File: src/rtl/vga_frame_capture_if.sv
// vga_frame_capture_if: valid/ready write port from the frame grabber to data memory.
// The master drives the word and its address. The slave answers with wr_ready.
interface vga_frame_capture_if;
  logic         wr_valid;
  logic         wr_ready;
  logic [31:0]  wr_addr;
  logic [191:0] wr_data;

  modport master (
    output wr_valid,
    output wr_addr,
    output wr_data,
    input  wr_ready
  );

  modport slave (
    input  wr_valid,
    input  wr_addr,
    input  wr_data,
    output wr_ready
  );
endinterface

File: src/rtl/vga_frame_capture.sv
// vga_frame_capture: samples a VGA stream on the pixel strobe and rebuilds the raster
// position from the sync edges. It captures a WIN_W x WIN_H window of one armed frame.
// Each pixel becomes one 192-bit vector word (R,G,B in lanes 0..2) and is written to
// memory through a small write FIFO.
// Sync edges are found by comparing the current sample with the registered previous one.
// A pixel therefore carries the h_cnt/v_cnt values from before the update on its own strobe.
// Optional build macro VGA_CAPTURE_CHECKSUM_EN adds a 32-bit R+G+B checksum output.
module vga_frame_capture #(
  parameter int unsigned H_BP       = 48,
  parameter int unsigned H_ACT      = 640,
  parameter int unsigned V_BP       = 33,
  parameter int unsigned V_ACT      = 480,
  parameter int unsigned WIN_W      = 100,
  parameter int unsigned WIN_H      = 100,
  parameter logic [31:0] BASE_ADDR  = 32'd0,
  parameter int unsigned FIFO_DEPTH = 4
) (
  input  logic                       clk,
  input  logic                       rst,
  input  logic                       pix_en,
  input  logic                       hsync,
  input  logic                       vsync,
  input  logic [7:0]                 r_in,
  input  logic [7:0]                 g_in,
  input  logic [7:0]                 b_in,
  input  logic                       arm,
  vga_frame_capture_if.master        wr,
  output logic                       busy,
  output logic                       frame_done,
  output logic                       overflow,
  output logic                       truncated
`ifdef VGA_CAPTURE_CHECKSUM_EN
  ,
  output logic [31:0]                checksum
`endif
);

  localparam int unsigned CW = 16;
  localparam int unsigned AW = $clog2(FIFO_DEPTH);
  localparam logic [CW-1:0] H_LO  = CW'(H_BP);
  localparam logic [CW-1:0] H_HI  = CW'(H_BP + H_ACT);
  localparam logic [CW-1:0] V_LO  = CW'(V_BP);
  localparam logic [CW-1:0] V_HI  = CW'(V_BP + V_ACT);
  localparam logic [CW-1:0] WW    = CW'(WIN_W);
  localparam logic [CW-1:0] WH    = CW'(WIN_H);
  localparam logic [CW-1:0] WW_M1 = CW'(WIN_W - 1);
  localparam logic [CW-1:0] WH_M1 = CW'(WIN_H - 1);

  typedef enum logic [2:0] {
    S_IDLE,
    S_WAIT_VS,
    S_CAPTURE,
    S_FLUSH,
    S_DONE
  } state_t;

  state_t          r_state;
  state_t          w_state_nxt;

  logic            r_hs_prev;
  logic            r_vs_prev;
  logic [CW-1:0]   r_h_cnt;
  logic [CW-1:0]   r_v_cnt;
  logic            w_hs_rise;
  logic            w_vs_rise;
  logic [CW-1:0]   w_x;
  logic [CW-1:0]   w_y;
  logic            w_in_win;
  logic            w_last;
  logic            w_push_req;
  logic            w_arm_ok;

  logic [31:0]     r_addr;
  logic            r_overflow;
  logic            r_truncated;

  logic            r_st_valid;
  logic [31:0]     r_st_addr;
  logic [23:0]     r_st_rgb;

  logic [AW:0]     r_wptr;
  logic [AW:0]     r_rptr;
  logic [55:0]     r_mem [FIFO_DEPTH];
  logic [55:0]     w_head;
  logic            w_empty;
  logic            w_full;
  logic            w_pop;
  logic            w_push;
  logic            w_drop;

  assign w_hs_rise  = pix_en & hsync & ~r_hs_prev;
  assign w_vs_rise  = pix_en & vsync & ~r_vs_prev;
  assign w_x        = r_h_cnt - H_LO;
  assign w_y        = r_v_cnt - V_LO;
  assign w_in_win   = (r_h_cnt >= H_LO) && (r_h_cnt < H_HI) &&
                      (r_v_cnt >= V_LO) && (r_v_cnt < V_HI) &&
                      (w_x < WW) && (w_y < WH);
  assign w_last     = w_in_win && (w_x == WW_M1) && (w_y == WH_M1);
  // A vsync edge ends the capture window, so the pixel on that strobe is not taken.
  assign w_push_req = pix_en && (r_state == S_CAPTURE) && w_in_win && !w_vs_rise;
  assign w_arm_ok   = arm && (r_state == S_IDLE);

  // Sync edge history and raster position counters, advanced once per pixel strobe
  always_ff @(posedge clk or negedge rst) begin
    if (!rst) begin
      r_hs_prev <= 1'b1;
      r_vs_prev <= 1'b1;
      r_h_cnt   <= '0;
      r_v_cnt   <= '0;
    end else if (pix_en) begin
      r_hs_prev <= hsync;
      r_vs_prev <= vsync;
      if (w_hs_rise)
        r_h_cnt <= '0;
      else if (r_h_cnt != '1)
        r_h_cnt <= r_h_cnt + CW'(1);
      if (w_vs_rise)
        r_v_cnt <= '0;
      else if (w_hs_rise)
        r_v_cnt <= r_v_cnt + CW'(1);
    end
  end

  // FSM state register
  always_ff @(posedge clk or negedge rst) begin
    if (!rst)
      r_state <= S_IDLE;
    else
      r_state <= w_state_nxt;
  end

  // FSM next-state logic
  always_comb begin
    w_state_nxt = r_state;
    case (r_state)
      S_IDLE:    if (arm) w_state_nxt = S_WAIT_VS;
      S_WAIT_VS: if (w_vs_rise) w_state_nxt = S_CAPTURE;
      S_CAPTURE: if (w_vs_rise || (w_push_req && w_last)) w_state_nxt = S_FLUSH;
      S_FLUSH:   if (w_empty && !r_st_valid) w_state_nxt = S_DONE;
      S_DONE:    w_state_nxt = S_IDLE;
      default:   w_state_nxt = S_IDLE;
    endcase
  end

  // FSM outputs
  always_comb begin
    busy       = (r_state != S_IDLE);
    frame_done = (r_state == S_DONE);
  end

  // Sticky status flags and the running word address (+3 per window pixel)
  always_ff @(posedge clk or negedge rst) begin
    if (!rst) begin
      r_overflow  <= 1'b0;
      r_truncated <= 1'b0;
      r_addr      <= '0;
    end else if (w_arm_ok) begin
      r_overflow  <= 1'b0;
      r_truncated <= 1'b0;
      r_addr      <= BASE_ADDR;
    end else begin
      if (w_drop)
        r_overflow <= 1'b1;
      if ((r_state == S_CAPTURE) && w_vs_rise)
        r_truncated <= 1'b1;
      if (w_push_req)
        r_addr <= r_addr + 32'd3;
    end
  end

  assign overflow  = r_overflow;
  assign truncated = r_truncated;

  // One-clk staging register between the strobe sample and the FIFO write
  always_ff @(posedge clk or negedge rst) begin
    if (!rst) begin
      r_st_valid <= 1'b0;
      r_st_addr  <= '0;
      r_st_rgb   <= '0;
    end else begin
      r_st_valid <= w_push_req;
      if (w_push_req) begin
        r_st_addr <= r_addr;
        r_st_rgb  <= {b_in, g_in, r_in};
      end
    end
  end

  assign w_empty = (r_wptr == r_rptr);
  assign w_full  = (r_wptr[AW] != r_rptr[AW]) && (r_wptr[AW-1:0] == r_rptr[AW-1:0]);
  assign w_pop   = !w_empty && wr.wr_ready;
  assign w_push  = r_st_valid && (!w_full || w_pop);
  assign w_drop  = r_st_valid && w_full && !w_pop;

  // FIFO read/write pointers
  always_ff @(posedge clk or negedge rst) begin
    if (!rst) begin
      r_wptr <= '0;
      r_rptr <= '0;
    end else begin
      if (w_push)
        r_wptr <= r_wptr + (AW+1)'(1);
      if (w_pop)
        r_rptr <= r_rptr + (AW+1)'(1);
    end
  end

  // FIFO storage: the entry is {address, B, G, R}
  always_ff @(posedge clk) begin
    if (w_push)
      r_mem[r_wptr[AW-1:0]] <= {r_st_addr, r_st_rgb};
  end

  assign w_head      = r_mem[r_rptr[AW-1:0]];
  assign wr.wr_valid = !w_empty;
  assign wr.wr_addr  = w_empty ? '0 : w_head[55:24];
  assign wr.wr_data  = w_empty ? '0 :
                       {120'd0, w_head[23:16], 24'd0, w_head[15:8], 24'd0, w_head[7:0]};

`ifdef VGA_CAPTURE_CHECKSUM_EN
  logic [31:0] r_checksum;

  // Running R+G+B sum over every window pixel, including pixels the FIFO drops
  always_ff @(posedge clk or negedge rst) begin
    if (!rst)
      r_checksum <= '0;
    else if (w_arm_ok)
      r_checksum <= '0;
    else if (w_push_req)
      r_checksum <= r_checksum + 32'(r_in) + 32'(g_in) + 32'(b_in);
  end

  assign checksum = r_checksum;
`endif

endmodule
File: src/flat_wrapper.sv
// flat-port wrapper written by rule: the top's interface ports become plain ports
module vga_frame_capture_flat 
#(
  parameter int unsigned H_BP       = 48,
  parameter int unsigned H_ACT      = 640,
  parameter int unsigned V_BP       = 33,
  parameter int unsigned V_ACT      = 480,
  parameter int unsigned WIN_W      = 100,
  parameter int unsigned WIN_H      = 100,
  parameter logic [31:0] BASE_ADDR  = 32'd0,
  parameter int unsigned FIFO_DEPTH = 4
)
  (clk, rst, pix_en, hsync, vsync, r_in, g_in, b_in, arm, busy, frame_done, overflow, truncated, wr_wr_valid, wr_wr_addr, wr_wr_data, wr_wr_ready);
  vga_frame_capture_if wr_i ();
  input  logic clk;
  input  logic rst;
  input  logic pix_en;
  input  logic hsync;
  input  logic vsync;
  input  logic [7:0] r_in;
  input  logic [7:0] g_in;
  input  logic [7:0] b_in;
  input  logic arm;
  output logic busy;
  output logic frame_done;
  output logic overflow;
  output logic truncated;
  output wire logic [$bits(wr_i.wr_valid)-1:0] wr_wr_valid;
  output wire logic [$bits(wr_i.wr_addr)-1:0] wr_wr_addr;
  output wire logic [$bits(wr_i.wr_data)-1:0] wr_wr_data;
  input wire logic [$bits(wr_i.wr_ready)-1:0] wr_wr_ready;
  assign wr_wr_valid = wr_i.wr_valid;
  assign wr_wr_addr = wr_i.wr_addr;
  assign wr_wr_data = wr_i.wr_data;
  assign wr_i.wr_ready = wr_wr_ready;
  vga_frame_capture #(.H_BP(H_BP), .H_ACT(H_ACT), .V_BP(V_BP), .V_ACT(V_ACT), .WIN_W(WIN_W), .WIN_H(WIN_H), .BASE_ADDR(BASE_ADDR), .FIFO_DEPTH(FIFO_DEPTH)) u_core (.clk(clk), .rst(rst), .pix_en(pix_en), .hsync(hsync), .vsync(vsync), .r_in(r_in), .g_in(g_in), .b_in(b_in), .arm(arm), .wr(wr_i), .busy(busy), .frame_done(frame_done), .overflow(overflow), .truncated(truncated));
endmodule
File: config.mk
export PLATFORM = sky130hd
export DESIGN_NAME = vga_frame_capture_flat
export DESIGN_NICKNAME = d
export VERILOG_FILES = /design/src/rtl/vga_frame_capture_if.sv /design/src/rtl/vga_frame_capture.sv /design/src/flat_wrapper.sv
export SDC_FILE = /design/constraint.sdc
export NUM_CORES = 1
export LEC_CHECK = 0
export BUFFER_PORTS_ARGS = -buffer_cell sky130_fd_sc_hd__buf_2
export CORE_UTILIZATION = 64
export CTS_BUF_LIST = sky130_fd_sc_hd__clkbuf_8
export CTS_CLUSTER_DIAMETER = 120
export DETAILED_ROUTE_END_ITERATION = 10
export PLACE_DENSITY = 0.95
export SYNTH_ARGS = -nofsm -noshare
export SYNTH_HDL_FRONTEND = slang
export SYNTH_SLANG_ARGS = --single-unit
File: constraint.sdc
create_clock -name clk -period 11.9 [get_ports clk]
set_clock_uncertainty 0.05 [all_clocks]
set_input_delay 1.19 -clock clk [delete_from_list [all_inputs] [get_ports clk]]
set_output_delay 1.19 -clock clk [all_outputs]
set_load 0.02 [all_outputs]
==> results.txt <==
----------------------------------------------------
[Run status]
  Outcome ... finished, final reports clean

[Cells and area]
  FF+latch area ... 0.0101 mm²
  Non-filler instance count after layout ... 1684
  Layout overhead on the synthesized area ... 6.46%
  Count of inserted antenna diode cells ... 0
  Share of cells above drive strength 1 ... 0.215
  Area of the multi-input gates ... 0.00567 mm²
  Final std cell area, no fill ... 0.0179 mm²
  Most common library cell in the layout ignoring fill and taps ... sky130_fd_sc_hd__edfxtp_1
  Number of inserted filler cells in the final layout ... 1558
  Post-layout nets ... 1348
  Most used cells in the layout excluding fill and tap cells ... 224 x sky130_fd_sc_hd__edfxtp_1, 168 x sky130_fd_sc_hd__conb_1, 130 x sky130_fd_sc_hd__dfrtp_1

[Synth]
  Sequential fraction of the synthesis area ... 0.600
  Distinct cells, synth ... 68
  Post-Synthesis Cell Area ... 0.0168 mm²
  Post-Syn Area per Cell ... 13.8 µm²
  Number of synthesized flops with an enable pin ... 224
  Async set-or-reset flop fraction in the synthesized netlist ... 0.374
  Synthesis Warnings ... 0
  Synthesized flop and latch total ... 358
  Cell type with the highest aggregate area in the netlist ... sky130_fd_sc_hd__edfxtp_1
  Most area-consuming cells after synthesis ... sky130_fd_sc_hd__edfxtp_1 40%, sky130_fd_sc_hd__dfrtp_1 20%, sky130_fd_sc_hd__buf_4 7.7%, sky130_fd_sc_hd__mux4_2 7.5%, sky130_fd_sc_hd__mux2_4 2.7%
  Synth top area share ... 0.401
  Leading register cell type out of synthesis ... sky130_fd_sc_hd__edfxtp_1
  Post-synthesis instance total ... 1215

[Min path]
  Hold path start ... u_core.r_st_addr[6]$_DFFE_PN0P_
  Endpoint of the worst hold-timing path ... u_core.r_mem[0][30]$_DFFE_PP_
  Path type of the worst min-delay path ... register to register
  Hold depth ... 0

[STA]
  Shortest period the worst path allows ... 4.29 ns
  Total setup violations reported at the end of the flow ... 0
  Final hold viol count ... 0
  Fin Setup TNS ... 0 ns
  Worst Tran Pin Value ... 1.14 ns
  Hold Slack ... 0.458 ns
  RSZ-0062 raised after global routing ... false
  Relative slew slack ... 0.239
  Post-route fraction of the period consumed by the critical path ... 0.360
  Peak clock frequency supported by timing ... 233 MHz
  Slew Limit Fails ... 0

[Clock tree]
  Num Clock Sinks ... 358
  Clock transition at path regs ... 0.07 ns
  TritonCTS clock tree ... yes
  Cell at the root of the clock tree ... sky130_fd_sc_hd__clkbuf_8
  Number of buffers added to fix hold violations after cts ... 0
  Latest clock arrival within the worst-skew pair ... 0.61 ns
  H-tree levels ... 2
  Setup Buffers After CTS ... 0
  Bufs on Longest Clock Path ... 3
  Number of buffers inserted during clock tree synthesis ... 55
  Resized cells post-CTS ... 0

[Detailed routing]
  # DRC ... 0
  Remaining number of nets flagged by the antenna check after routing ... 0
  Post-detailed-routing wire length ... 33.8 mm
  Average wire per cell in the routed design ... 20.1 µm
  Iteration count of the initial detailed-routing pass ... 5
  Number of DRC violations after detailed-routing iteration 0 ... 1142
  Routed vias ... 9907
  Via density ... 5.88

[Worst setup path]
  Reg2reg start ... u_core.r_v_cnt[1]$_DFFE_PN0P_
  Reg2reg setup slack ... 8.05 ns
  Largest delay share family, worst path ... simple AND/OR/NAND/NOR gates
  Highest net fanout along the worst path ... 35
  Worst R2R End ... u_core.r_st_addr[7]$_DFFE_PN0P_
  Critical path type ... register to output pin
  Cells traversed along the worst timing path ... xnor2_1, and3_2, buf_4, nor2b_1, buf_2
  Crit path max-delay cell type ... sky130_fd_sc_hd__and3_2
  Required @ worst endpoint ... 10.66 ns
  Crit path capture type ... output pin
  Element type at the critical path start ... register
  Number of cell instances on the worst register-to-register path ... 8
  CP arrival ... 3.05 ns
  Count of buffering cells on the critical path with inverters included ... 2
  Crit-path max cell delay ... 0.68 ns

[Die]
  Number of rows in the core area ... 58
  Initial standard-cell utilization of the core ... 0.659
  Number of top-level pins ... 260
  Die height ... 164 µm
  Width of the die ... 164 µm
  Overall die area ... 0.0269 mm²
  Core Footprint ... 0.0255 mm²

[Global route]
  First-pass GRT wire length ... 52.2 mm
  Number of global-route vias before repair ... 9681
  Grt total ovfl ... 0
  GRT Overall Usage ... 0.253
  Maximum number of pins on one net before global-route repair ... 77
  Number of antenna violations at the first check in global routing ... 1

[Pwr]
  Maximum ir drop on the vdd rail ... 0.121 mV
  Seq pwr share ... 0.544
  Clock Power Share ... 0.386
  Power Dens Cells ... 138 mW/mm²
  Logic pwr share ... 0.070
  Post-layout power ... 2.46 mW
  NetSw ... 620 µW
  Proportion of total power due to net switching ... 0.252
  Internal cell power ... 1.84 mW
  Leak Pwr ... 7.71 nW

[Flow run]
  Max-cap check violation count ... 0

[Place]
  Placer congestion estimate ... 0.898
  I/O Buffers ... 91
  Cell Count Post-Placement ... 1580
  Dpl cell area ... 0.0168 mm²
  Detailed placer's ending HPWL ... 21.0 mm

----------------------------------------------------
-- metal layers --
layer  vias up  track usage  part of all wire
met5         -            0                 0
met4         0       0.0665             0.018
met3        61       0.0364             0.069
met2       522        0.446              0.53
met1      4985        0.331              0.39
li1       4339            -                 -
-- area by class of cell --
type	instances	area share
Timing Repair Buffer	101	0.0300
Multi-Input combinational cell	762	0.317
Clock inverter	45	0.0136
Clock buffer	59	0.0454
Sequential cell	358	0.564
Inverter	29	0.00609
Tap cell	330	0.0231
-- cell families (layout without fill, tap and decap cells) --
logic type | after synthesis | in the layout | share of synthesized area
DFF | 358 | 358 | 0.600
muxes | 112 | 112 | 0.119
adders and majority gates | 10 | 10 | 0.00745
xor gates and xnor gates | 32 | 32 | 0.0167
buffers and inverters | 262 | 234 | 0.101
AOI/OAI and AO/OA | 118 | 118 | 0.0460
other | 1 | 168 | 0.000223
and+or+nand+nor | 322 | 322 | 0.109
-- flip-flops by register name, summed over array words and instances, names as in the netlist --
name               count
u_core.r_vs_prev       1
u_core.r_state         3
u_core.r_st_addr      32
u_core.r_v_cnt        16
u_core.r_mem         224
u_core.truncated       1
u_core.r_st_rgb       24
u_core.r_st_valid      1
u_core.overflow        1
u_core.r_hs_prev       1
u_core.r_addr         32
u_core.r_rptr          3
u_core.r_h_cnt        16
u_core.r_wptr          3
-- stage by stage --
stage | setup slack (ns) | utilization
3_5_place_dp | 7.70 | 0.660
5_1_grt | 7.40 | 0.702
2_1_floorplan | 7.44 | -
4_1_cts | 7.54 | 0.702
6_report | 7.61 | 0.702
3_3_place_gp | 7.88 | 0.660
-- power groups by stage --
stage	clock network (mW)	registers [mW]	logic, mW
finish	0.952	1.34	0.172
floorplan	0	1.36	0.180
CTS	0.965	1.34	0.169
global route	1.02	1.34	0.186
global placement	0	1.36	0.163
detailed placement	0	1.36	0.167
-- worst max-delay path by stage --
| stage | slack [ns] | from | end | depth (start not counted) |
|---|---|---|---|---|
| floorplan | 7.44 | wr_wr_ready | u_core.r_mem[3][0]$_DFFE_PP_ | 4 |
| finish | 7.61 | u_core.r_rptr[0]$_DFFE_PN0P_ | wr_wr_addr[0] | 5 |
| CTS | 7.54 | u_core.r_rptr[0]$_DFFE_PN0P_ | wr_wr_addr[15] | 4 |
| detailed placement | 7.70 | pix_en | u_core.r_st_addr[8]$_DFFE_PN0P_ | 8 |
| global placement | 7.88 | pix_en | u_core.r_st_addr[8]$_DFFE_PN0P_ | 8 |
| global route | 7.40 | u_core.r_rptr[0]$_DFFE_PN0P_ | wr_wr_addr[15] | 4 |
-- cells in the mapped netlist (3+ instances only) --
cell type	n
sky130_fd_sc_hd__or3_1	9
sky130_fd_sc_hd__edfxtp_1	224
sky130_fd_sc_hd__mux2_1	17
sky130_fd_sc_hd__nand4b_1	3
sky130_fd_sc_hd__nand3b_1	3
sky130_fd_sc_hd__buf_1	8
sky130_fd_sc_hd__buf_4	172
sky130_fd_sc_hd__buf_8	3
sky130_fd_sc_hd__mux4_2	56
sky130_fd_sc_hd__clkbuf_1	36
sky130_fd_sc_hd__o41ai_1	3
sky130_fd_sc_hd__xor2_1	12
sky130_fd_sc_hd__nor2_1	48
sky130_fd_sc_hd__o2111ai_1	5
sky130_fd_sc_hd__nor3_1	23
sky130_fd_sc_hd__ha_1	10
sky130_fd_sc_hd__nand2_1	48
sky130_fd_sc_hd__or4_1	28
sky130_fd_sc_hd__a31o_1	5
sky130_fd_sc_hd__mux2_4	30
sky130_fd_sc_hd__and2_1	4
sky130_fd_sc_hd__mux2i_1	5
sky130_fd_sc_hd__nand2b_1	7
sky130_fd_sc_hd__o21ai_0	30
sky130_fd_sc_hd__mux2_2	4
sky130_fd_sc_hd__nand3_1	24
sky130_fd_sc_hd__nor4_1	16
sky130_fd_sc_hd__and3_1	8
sky130_fd_sc_hd__a21oi_1	40
sky130_fd_sc_hd__buf_2	12
sky130_fd_sc_hd__dfrtp_1	132
sky130_fd_sc_hd__inv_1	29
sky130_fd_sc_hd__nand4_1	20
sky130_fd_sc_hd__or2_2	4
sky130_fd_sc_hd__o31ai_1	17
sky130_fd_sc_hd__nor2b_1	57
sky130_fd_sc_hd__xnor2_1	20
Power figures use the tool's default switching activity.
